`src/rtl/adex_neuron_array.sv`:
```
// rtl/adex_neuron_array.sv - time-multiplexed AdEx neuron array with refractory period and AER spike output
// Optional per-channel spike counters are enabled by defining ADEX_SPIKE_COUNT_EN.
module adex_neuron_array #(
  parameter int WIDTH       = 8,
  parameter int N_NEURONS   = 4,
  parameter int LEAK_SHIFT  = 3,
  parameter int V_T         = 150,
  parameter int THRESH      = 200,
  parameter int V_RESET     = 20,
  parameter int B_INC       = 16,
  parameter int ADAPT_SHIFT = 4,
  parameter int REFRAC      = 2,
  localparam int CH_W       = $clog2(N_NEURONS)
) (
  input  logic                       clk,
  input  logic                       rst_n,
  input  logic                       en_i,
  input  logic [N_NEURONS*WIDTH-1:0] current_i,
  input  logic [CH_W-1:0]            mon_sel_i,
  output logic [N_NEURONS-1:0]       spike_o,
  output logic                       aer_valid_o,
  output logic [CH_W-1:0]            aer_addr_o,
  output logic [WIDTH-1:0]           state_o,
  output logic [WIDTH-1:0]           w_out_o,
  output logic [7:0]                 count_out_o
);

  typedef enum logic {ST_INTEGRATE, ST_REFRACTORY} st_e;

  localparam int AW   = WIDTH + 3;
  localparam int WP1  = WIDTH + 1;
  localparam int RC_W = (REFRAC > 0) ? $clog2(REFRAC + 1) : 1;

  logic [WIDTH-1:0]     v_q  [N_NEURONS];
  logic [WIDTH-1:0]     w_q  [N_NEURONS];
  logic [RC_W-1:0]      rc_q [N_NEURONS];
  st_e                  st_q [N_NEURONS];
  logic [CH_W-1:0]      ch_q;
  logic [N_NEURONS-1:0] spike_q;
  logic                 aer_valid_q;
  logic [CH_W-1:0]      aer_addr_q;

  logic [WIDTH-1:0] v_cur, w_cur, i_cur, v_calc, v_d, w_d, w_dec;
  logic [RC_W-1:0]  rc_cur, rc_d;
  st_e              st_cur, st_d;
  logic [AW-1:0]    exp_t, sum;
  logic [WIDTH:0]   w_sum;
  logic             fire;

  assign v_cur  = v_q[ch_q];
  assign w_cur  = w_q[ch_q];
  assign rc_cur = rc_q[ch_q];
  assign st_cur = st_q[ch_q];
  assign i_cur  = current_i[ch_q*WIDTH +: WIDTH];

  // Unsigned operands widened by 3 bits so the sum's MSB acts as the sign for clamping.
  always_comb begin
    exp_t = (v_cur >= WIDTH'(V_T)) ? (AW'(v_cur) - AW'(V_T)) : '0;
    sum   = AW'(v_cur) - AW'(v_cur >> LEAK_SHIFT) + AW'(i_cur) - AW'(w_cur) + exp_t;
    if (sum[AW-1])             v_calc = '0;
    else if (|sum[AW-2:WIDTH]) v_calc = '1;
    else                       v_calc = sum[WIDTH-1:0];
  end

  always_comb begin
    st_d = st_cur;
    v_d  = v_cur;
    rc_d = rc_cur;
    fire = 1'b0;
    case (st_cur)
      ST_INTEGRATE: begin
        if (v_calc >= WIDTH'(THRESH)) begin
          fire = 1'b1;
          v_d  = WIDTH'(V_RESET);
          rc_d = RC_W'(REFRAC);
          st_d = (REFRAC > 0) ? ST_REFRACTORY : ST_INTEGRATE;
        end else begin
          v_d = v_calc;
        end
      end
      ST_REFRACTORY: begin
        v_d  = WIDTH'(V_RESET);
        rc_d = rc_cur - RC_W'(1);
        if (rc_cur <= RC_W'(1)) st_d = ST_INTEGRATE;
      end
      default: st_d = ST_INTEGRATE;
    endcase
  end

  always_comb begin
    w_dec = w_cur - (w_cur >> ADAPT_SHIFT);
    w_sum = {1'b0, w_dec} + (fire ? WP1'(B_INC) : '0);
    w_d   = w_sum[WIDTH] ? '1 : w_sum[WIDTH-1:0];
  end

  always_ff @(posedge clk or negedge rst_n) begin
    if (!rst_n) begin
      for (int k = 0; k < N_NEURONS; k++) begin
        v_q[k]  <= '0;
        w_q[k]  <= '0;
        rc_q[k] <= '0;
        st_q[k] <= ST_INTEGRATE;
      end
      ch_q        <= '0;
      spike_q     <= '0;
      aer_valid_q <= 1'b0;
      aer_addr_q  <= '0;
    end else if (en_i) begin
      v_q[ch_q]   <= v_d;
      w_q[ch_q]   <= w_d;
      rc_q[ch_q]  <= rc_d;
      st_q[ch_q]  <= st_d;
      ch_q        <= (ch_q == CH_W'(N_NEURONS - 1)) ? '0 : ch_q + CH_W'(1);
      spike_q     <= fire ? (N_NEURONS'(1) << ch_q) : '0;
      aer_valid_q <= fire;
      if (fire) aer_addr_q <= ch_q;
    end else begin
      spike_q     <= '0;
      aer_valid_q <= 1'b0;
    end
  end

  assign spike_o     = spike_q;
  assign aer_valid_o = aer_valid_q;
  assign aer_addr_o  = aer_addr_q;
  assign state_o     = v_q[mon_sel_i];
  assign w_out_o     = w_q[mon_sel_i];

`ifdef ADEX_SPIKE_COUNT_EN
  logic [7:0] cnt_q [N_NEURONS];

  // Counters stick at 255 rather than wrapping.
  always_ff @(posedge clk or negedge rst_n) begin
    if (!rst_n) begin
      for (int k = 0; k < N_NEURONS; k++) cnt_q[k] <= '0;
    end else if (en_i && fire && (cnt_q[ch_q] != 8'hFF)) begin
      cnt_q[ch_q] <= cnt_q[ch_q] + 8'd1;
    end
  end

  assign count_out_o = cnt_q[mon_sel_i];
`else
  assign count_out_o = 8'd0;
`endif

endmodule

```
`config.mk`:
```
export PLATFORM = sky130hd
export DESIGN_NAME = adex_neuron_array
export DESIGN_NICKNAME = d
export VERILOG_FILES = /design/src/rtl/adex_neuron_array.sv
export SDC_FILE = /design/constraint.sdc
export NUM_CORES = 1
export LEC_CHECK = 0
export CORE_UTILIZATION = 40
export CTS_CLUSTER_DIAMETER = 40
export DETAILED_ROUTE_END_ITERATION = 16
export DONT_BUFFER_PORTS = 1
export PLACE_DENSITY = 0.53
export SLEW_MARGIN = 40
export SYNTH_ARGS = -nofsm -noshare
export SYNTH_HDL_FRONTEND = slang
export SYNTH_SLANG_ARGS = --single-unit
export TNS_END_PERCENT = 50
```
`constraint.sdc`:
```
create_clock -name clk -period 6.35 [get_ports clk]
set_input_delay 1.27 -clock clk [delete_from_list [all_inputs] [get_ports clk]]
set_output_delay 1.27 -clock clk [all_outputs]
set_load 0.01 [all_outputs]
```
* After elaboration in Yosys (flattened, before gate mapping)
Cells that the tools add are included.
Storage, ports and cells: logic and storage cells 89, input bits 37, memory bits (read-only) 0, flip-flop bits (word level) 85, memories 0, output and inout bits 31, bits in latches 0, bits in writable memories 0
Operators by class: bitwise logic cells 3, magnitude comparators 6, shift-type cells 2, add/sub/neg operators 9, $mul 0, reduce and logical (&&, ||, !) cells 3, equal/unequal tests 1, divide/modulo/power cells 0, muxes and demuxes 45
Operators by type and width (number):
- $mux W8 | 13
- $bmux W8 S2 | 4
- $bwmux W32 | 2
- $shiftx A32 B6 Y8 | 1
- $demux W8 S2 | 1
- $ge A8 B8 Y1 const B | 2
- $pmux W8 S2 | 1
- $add A11 B11 Y11 | 1
- $mux W11 | 1
- $sub A10 B9 Y11 | 1
- $add A9 B9 Y10 | 1
- $mux W2 | 5
- $add A8 B5 Y9 | 1
- $sub A8 B5 Y9 | 1
- $sub A8 B8 Y9 const B | 1
- $bwmux W8 | 1
- $mux W4 | 2
- $sub A8 B4 Y8 | 1
- $mux W1 | 7
- $ge A3 B3 Y1 const B | 2
- $not A2 Y3 | 2
- $mux W5 | 1
- $bmux W2 S2 | 1
- $bwmux W4 | 1
- 15 further kinds | 15

* Logic depth before layout (Yosys ltp)
Gate-level depths: netlist of run 1.
depth after elaboration 18, depth in mapped cells 27, depth with buffers taken out 26

* Worst setup path after synthesis of run 1
Ideal clock, no wire load.
path type reg2reg, start point register ch_q[0], end point register w_q[15] in the netlist's numbering, library setup time 125 ps, arrival time 5951 ps, period minus slack after synthesis 6076 ps, cell stages (with the launch flop) 26, slack 274 ps, buffers on the path 1, required time 6225 ps, path through dfrtp_1 -> buf_6 -> mux4_2 -> ha_1 -> o21ai_1 -> nand3_1 -> o21ai_1 -> inv_1 -> and2_1 -> fa_1 -> inv_1 -> fa_1 -> inv_1 -> ha_1 -> a21o_1 -> a221o_2 -> mux2i_1 -> a311oi_2 -> o311ai_2 -> nand2_1 -> inv_1 -> ha_1 -> ha_1 -> nor2_1 -> mux2i_1 -> mux2_2
Between the ends: cells in the longest elaborated chain, start to end 18, elaborated cells on any way between the ends 34, classes of those cells add/sub: 7; order compare: 4; shift: 1; mux: 19; bitwise: 1; reduce/logical: 2
RTL lines:
- start, declared | RTL line 38 | logic [CH_W-1:0] ch_q;
- start signal, assigned | RTL line 113 | ch_q <= (ch_q == CH_W'(N_NEURONS - 1)) ? '0 : ch_q + CH_W'(1);
- $not A2 Y3 (implied by the code)
- $bmux W8 S2 | RTL line 50 | assign v_cur = v_q[ch_q];
- $mux W8 (implied by the code) (2 in series) | RTL line 50
- $sub A8 B5 Y9 | RTL line 59 | sum = AW'(v_cur) - AW'(v_cur >> LEAK_SHIFT) + AW'(i_cur) - AW'(w_cur) + exp_t;
- $add A9 B9 Y10 | RTL line 59
- $sub A10 B9 Y11 | RTL line 59
- $add A11 B11 Y11 | RTL line 59
- $reduce_or A2 Y1 | RTL line 61 | else if (|sum[AW-2:WIDTH]) v_calc = '1;
- $mux W8 | RTL line 61
- $mux W8 | RTL line 60 | if (sum[AW-1]) v_calc = '0;
- $ge A8 B8 Y1 | RTL line 72 | if (v_calc >= WIDTH'(THRESH)) begin
- $mux W1 | RTL line 72
- $mux W1 | RTL line 70 | case (st_cur)
- $mux W5 | RTL line 92 | w_sum = {1'b0, w_dec} + (fire ? WP1'(B_INC) : '0);
- $add A8 B5 Y9 | RTL line 92
- $mux W8 | RTL line 93 | w_d = w_sum[WIDTH] ? '1 : w_sum[WIDTH-1:0];
- $bwmux W32 (*) | RTL line 110 | w_q[ch_q] <= w_d;
- end signal, assigned by index | RTL line 110
- end, declared | RTL line 35 | logic [WIDTH-1:0] w_q [N_NEURONS];
Mark *: on every way between the ends. The rest lies on a longest branch, timed or not. The select of a mux whose other input is x is not followed. A chain may end at the register's enable or synchronous reset.

* Worst setup path in the final report of run 1
start point register ch_q[0], end point register w_q[22] in the netlist's numbering
The elaborated chain is that of the path after synthesis.

==> results of run 1 <==
==> cell type report <==
| cell class | count | share of cell area, % |
|---|---|---|
| clock inverters | 5 | 0.901 |
| inverters | 53 | 3.05 |
| clock buffers | 11 | 3.72 |
| flip-flops and latches | 85 | 32.6 |
| multi-input cells | 398 | 54.2 |
| well taps | 184 | 3.53 |
| repair buffers | 16 | 2.03 |
==> cells in the mapped netlist (2+ instances only) <==
| master | n |
|---|---|
| nor3b_1 | 4 |
| nor2b_1 | 8 |
| inv_1 | 53 |
| clkbuf_1 | 18 |
| or3_1 | 4 |
| and3_1 | 2 |
| xnor2_1 | 11 |
| and2_1 | 10 |
| o21ai_1 | 3 |
| a21o_1 | 4 |
| mux2i_1 | 2 |
| nand3_1 | 9 |
| nand2_1 | 48 |
| buf_1 | 2 |
| o22a_1 | 16 |
| buf_2 | 3 |
| o22ai_1 | 9 |
| fa_1 | 18 |
| o21ai_2 | 4 |
| xor2_1 | 2 |
| mux2_2 | 6 |
| nor2_1 | 53 |
| nand2b_1 | 6 |
| dfrtp_1 | 85 |
| o21a_1 | 2 |
| a21oi_1 | 29 |
| mux4_2 | 43 |
| o21ai_0 | 38 |
| buf_4 | 8 |
| nor3_1 | 4 |
| ha_1 | 30 |
==> cells by family after synthesis <==
family,Yosys count
simple gates,157
compound gates,119
other cells,1
fa+ha+maj,48
mux,51
buf+inv,85
flops,85
xor+xnor,15
==> registers in the layout, summed over array words and instances, names as in the netlist <==
| name | cells |
|---|---|
| aer_addr_o | 2 |
| aer_valid_o | 1 |
| ch_q | 2 |
| rc_q | 8 |
| spike_o | 4 |
| st_q | 4 |
| v_q | 32 |
| w_q | 32 |
==> metrics by stage <==
step / hold slack [ps] / setup slack [ps] / cells / TNS, ps
final: 497 / 308 / 752 / 0
after global routing: 535 / -28.7 / 752 / -58.5
after CTS: 499 / 33.5 / 746 / 0
after detailed placement: 484 / 54.2 / 730 / 0
after global placement: 478 / 201 / 730 / 0
after floorplan: 461 / 274 / 568 / 0
==> final timing paths <==
path                         start       to  slack (ps)  cells past startpoint
max                        ch_q[0]  w_q[22]         310                     23
min                        v_q[13]  v_q[13]         500                      2
max reg2reg                ch_q[0]  w_q[22]         310                     23
min reg2reg                v_q[13]  v_q[13]         500                      2
max in group asynchronous    rst_n  w_q[16]        5600                      0
min in group asynchronous    rst_n  v_q[16]         610                      0
==> repair_timing <==
item | 4_1_cts | 5_1_grt
endpoints found under the setup margin | 0 | 32
setup buffers | 0 | 6
resized for setup | 0 | 12
==> worst max-delay path, cell delays in order (launching register included) <==
cell and delay, ps:
dfrtp_2 430, mux4_2 570, ha_1 260, o21ai_1 180, nand3_1 140, o21ai_2 180
buf_4 150, nor3b_1 50, fa_1 490, inv_1 60, fa_1 530, inv_1 40
ha_1 350, a21o_1 210, a221o_2 430, mux2i_1 140, a311oi_2 310, o311ai_2 190
nand2_2 120, inv_1 50, ha_1 210, ha_1 250, o21ai_0 390, o21ai_0 150
==> routing by layer <==
layer | GRT usage (%) | vias to the layer above | part of all wire, %
li1 | - | 1982 | -
met1 | 25.7 | 2134 | 43
met2 | 34.9 | 83 | 50
met3 | 5.22 | 16 | 5.1
met4 | 5.28 | 2 | 1.5
met5 | 0 | - | 0.088
==> key figures, run 1 <==
Timing
  • Final setup violation count: 0
  • Period utilization: 95.2%
  • Final hold violations: 0
  • Worst slew margin: 48.4%
  • Tmin final: 6040 ps
  • Final Slew Violations: 0
  • Max Clock Skew: 9.04 ps
  • Highest Clock Rate: 165 MHz
  • Worst slew pin tran: 774 ps

Synth
  • Unique masters post-synth: 58
  • Post-Synth Simple-Gate Area: 12.6%
  • Mux share of post-synthesis cell area: 17.8%
  • Yosys reg bits: 85
  • Ys flop type: dfrtp_1
  • Largest family of logic cells by synthesized area: multiplexers
  • Post-Synth Adder-Cell Area: 12.4%
  • Mapped Area: 5940 sq um
  • Synth Instances: 561
  • Avg Inst Size Synth: 10.6 sq um
  • Yosys warns: 0
  • Sequential fraction of the synthesis area: 35.8%
  • Top cells by area, synth: dfrtp_1 36%, mux4_2 16%, ha_1 6.3%, fa_1 6.1%, inv_1 3.3%
  • Ys async rst share: 100%
  • Synth top area share: 35.8%
  • Post-Synth XOR/XNOR Area: 2.46%
  • Biggest area consumer among synthesized cells: dfrtp_1
  • Post-synth EDFFs: 0
  • Compound-gate portion of the synthesized area: 12.8%

Final layout
  • Ratio of cells with drive above 1 in the final layout: 18.8%
  • Area of the multi-input gates: 3530 sq um
  • Commonest non-fill, non-tap cell in the layout: dfrtp_1
  • Fillcell total: 1,392
  • Reg area: 2130 sq um
  • Area grow syn2layout: 9.79%
  • Util after Layout: 44.9%
  • Nets: 648
  • Design area: 6530 sq um
  • ANT cells: 0
  • Most frequent cells in the layout: 84 x dfrtp_1, 53 x inv_1, 53 x nor2_1, 47 x nand2_1, 43 x mux4_2

Floorplan
  • I/O pin count: 68
  • Core area: 14,500 sq um
  • Site Rows: 44
  • Die area: 15,400 sq um
  • Starting Density: 40.9%
  • Die width: 124 um
  • Die H: 124 um

Job
  • Number of max-cap violations: 0

Detailed routing
  • Post-DR wirelength/cell: 19.6 um
  • Vias: 4,217
  • DRC viols: 0
  • DRT antenna net count: 0
  • 1st-pass router iterations: 4
  • DR iter-0 viols: 191
  • Final WL: 14,700 um
  • Routed vias/inst: 5.61

Min path
  • HP Class: reg2reg

Global routing
  • Global-route wire length before repair: 22,900 um
  • GRT Util Overall: 20.4%
  • Antenna violations before repair: 1
  • Largest net degree at the start of global routing: 86
  • Grt ovf: 0
  • Number of global-route vias before repair: 4,179

Critical path
  • Data arrival, critical path: 6230 ps
  • CP Class: reg2reg
  • WP data required: 6540 ps
  • Crit path max fanout: 6
  • Critical Path Start Type: flop
  • Critical path endpoint category: flop

Placement
  • Post-DP Area: 6130 sq um
  • Input/output buffers: 0
  • DP HPWL: 11,000 um
  • Placer congestion estimate: 0.884

CTS
  • CTS H-Tree Depth: 3
  • Num CTS Buffers: 9
  • Clk slew on worst S/H paths: 70 ps
  • # clock sinks: 85
  • Clock Latency Late Sink: 350 ps
  • Longest Clk Path Bufs: 2
  • CTS root buf: clkbuf_16
  • Hold-fix buffer count after cts: 0
  • TritonCTS clock tree: done

Status
  • Status: complete, no violations
Power of run 1 is not shown: default switching activity piles up to over one toggle a cycle in this logic, so the estimate is an artifact.
==> inputs of run 2 (changes only) <==
--- a/config.mk
+++ b/config.mk
@@ -5,11 +5,13 @@
 export SDC_FILE = /design/constraint.sdc
 export NUM_CORES = 1
 export LEC_CHECK = 0
+export CAP_MARGIN = 0
+export CORE_ASPECT_RATIO = 0.6
 export CORE_UTILIZATION = 40
 export CTS_CLUSTER_DIAMETER = 40
 export DETAILED_ROUTE_END_ITERATION = 16
 export DONT_BUFFER_PORTS = 1
-export PLACE_DENSITY = 0.53
+export PLACE_DENSITY = 0.51
 export SLEW_MARGIN = 40
 export SYNTH_ARGS = -nofsm -noshare
 export SYNTH_HDL_FRONTEND = slang
==> constraint.sdc (replaced) <==
create_clock -name clk -period 7.2 [get_ports clk]
set_input_delay 1.44 -clock clk [delete_from_list [all_inputs] [get_ports clk]]
set_output_delay 1.44 -clock clk [all_outputs]
set_load 0.01 [all_outputs]
==> run 2 against run 1 <==
  * Routed wire length increased by 8.1%
  * Critical path depth increased by 2
  * Clock-buffer cell count decreased by 1
  * Core utilization decreased by 0.63 points
  * Cell area decreased by 1.6%
  * Largest cell class unchanged
  * Die area increased by 0.11%
  * Worst hold slack improved by 11 ps
  * Highest routed layer is now met4
  * Clock skew increased by 2.9 ps
  * Critical endpoint is now w_q[31]
  * Sequential share of layout area increased by 0.53 points
  * Non-clock buffer count decreased by 10
==> key figures, run 2 (synthesis gave the netlist of run 1 again) <==
Timing
  • Period utilization: 94.7% (-0.45 points)
  • Max Clock Skew: 11.9 ps (+2.87 ps)
  • Final setup violation count: 0 (unchanged)
  • Highest Clock Rate: 147 MHz (-11%)
  • Tmin final: 6820 ps (+776 ps)
  • Final Slew Violations: 0 (unchanged)
  • Final hold violations: 0 (unchanged)
  • Worst slew pin tran: 812 ps (+38.2 ps)
  • Worst slew margin: 45.7% (-2.7 points)

Final layout
  • ANT cells: 0 (unchanged)
  • Util after Layout: 44.3% (-0.63 points)
  • Area of the multi-input gates: 3490 sq um (-1.3%)
  • Nets: 638 (-1.5%)
  • Most frequent cells in the layout: 84 x dfrtp_1, 53 x inv_1, 53 x nor2_1, 48 x nand2_1, 43 x mux4_2
  • Reg area: 2130 sq um (unchanged)
  • Fillcell total: 1,381 (-0.79%)
  • Commonest non-fill, non-tap cell in the layout: dfrtp_1
  • Largest registers: v_q: 32 flops, w_q: 32 flops, rc_q: 8 flops
  • Area grow syn2layout: 8.04%
  • Ratio of cells with drive above 1 in the final layout: 15.9% (-2.9 points)

Global routing
  • Grt ovf: 0 (unchanged)
  • Largest net degree at the start of global routing: 86 (unchanged)
  • Global-route wire length before repair: 24,800 um (+8.3%)
  • Antenna violations before repair: 0 (-1)
  • Number of global-route vias before repair: 4,174 (-0.12%)
  • GRT Util Overall: 22.0% (+1.5 points)

Detailed routing
  • 1st-pass router iterations: 5 (+1)
  • DR iter-0 viols: 300 (+57%)
  • Final WL: 15,900 um (+8.1%)
  • DRT antenna net count: 0 (unchanged)
  • Vias: 4,364 (+3.5%)
  • Post-DR wirelength/cell: 21.1 um (+7.5%)
  • Routed vias/inst: 5.77 (+2.9%)
  • DRC viols: 0 (unchanged)

Min path
  • Hold depth: 2 (unchanged)
  • HP Class: reg2reg

Floorplan
  • Core area: 14,500 sq um (-0.19%)
  • I/O pin count: 68 (unchanged)
  • Starting Density: 41.0% (+0.078 points)
  • Die H: 96.4 um (-22%)
  • Die width: 159 um (+29%)
  • Die area: 15,400 sq um (+0.11%)
  • Site Rows: 34 (-23%)

Critical path
  • Critical Path Start Type: flop
  • Crit path max-delay cell type: mux4_2
  • CP peak stage delay: 640 ps (+70 ps)
  • CP Class: reg2reg
  • Crit path max fanout: 9 (+3)
  • FF-to-FF path depth: 25 (+8.7%)
  • Critical path endpoint category: flop
  • CP bufs+invs: 4 (unchanged)
  • Family with the most delay on the worst path: adder cells
  • Data arrival, critical path: 7100 ps (+870 ps)
  • WP data required: 7480 ps (+940 ps)
  • CP Depth: 25 (+8.7%)

Job
  • Number of max-cap violations: 0 (unchanged)

CTS
  • CTS root buf: clkbuf_16
  • Longest Clk Path Bufs: 2 (unchanged)
  • Num CTS Buffers: 9 (unchanged)
  • TritonCTS clock tree: done
  • Clock Latency Late Sink: 340 ps (about the same)
  • CTS H-Tree Depth: 3 (unchanged)
  • # clock sinks: 85 (unchanged)
  • Clk slew on worst S/H paths: 70 ps (about the same)

Placement
  • DP HPWL: 11,800 um (+6.9%)
  • Input/output buffers: 0 (unchanged)
  • Placer congestion estimate: 0.882 (-0.19%)

Status
  • Status: complete, no violations
run 2: cell count changes in the layout (fill, tap and decap cells not counted), sizes merged:
| cell | delta |
|---|---|
| buf | -10 |
| inv | +3 |
| clkinvlp | -2 |
| clkbuf | -1 |
run 2: tightest hold or removal path, stage by stage, from the launching register on:
cell	delay (ps)
dfrtp_1	360
nand2_1	50
o21ai_0	60
run 2: path summary, 6_finish.rpt:
path                         start       to  slack (ps)
max in group asynchronous    rst_n  v_q[14]        6280
max                        ch_q[0]  w_q[31]         380
min reg2reg                 w_q[6]   w_q[6]         510
min                         w_q[6]   w_q[6]         510
max reg2reg                ch_q[0]  w_q[31]         380
min in group asynchronous    rst_n  rc_q[3]         790
run 2: layer usage:
layer | global-route usage, % | routed length [um] | share of wire (%)
met5 | 0 | 0 | 0
met4 | 4.81 | 203 | 1.3
met3 | 8.15 | 1600 | 10
met2 | 29.9 | 6290 | 40
met1 | 32.7 | 7820 | 49
run 2: through the flow:
step | worst slack, ps | cells | setup TNS, ps | instance area (sq um) | hold WS [ps]
after floorplan | 1120 | 568 | 0 | 5970 | 461
after global placement | 638 | 738 | 0 | 6090 | 481
after detailed placement | 364 | 738 | 0 | 6090 | 496
after CTS | 319 | 754 | 0 | 6400 | 511
after global routing | -37.3 | 756 | -89.7 | 6420 | 543
final | 381 | 756 | 0 | 6420 | 509
run 2: repair_timing:
| action | 4_1_cts | 5_1_grt |
|---|---|---|
| gates resized for setup | 0 | 1 |
| endpoints found under the setup margin | 0 | 32 |
| hold buffers | 0 | 0 |
| buffers inserted | 0 | 2 |
run 2: area by class of cell:
class | count | share of cell area [%]
Clock buffer | 10 | 3.72
Clock inverter | 6 | 1.19
Timing Repair Buffer | 6 | 0.701
Multi-Input combinational cell | 398 | 54.3
Inverter | 53 | 3.10
Tap cell | 198 | 3.86
Sequential cell | 85 | 33.1
Power of run 2 is left out for the same reason.
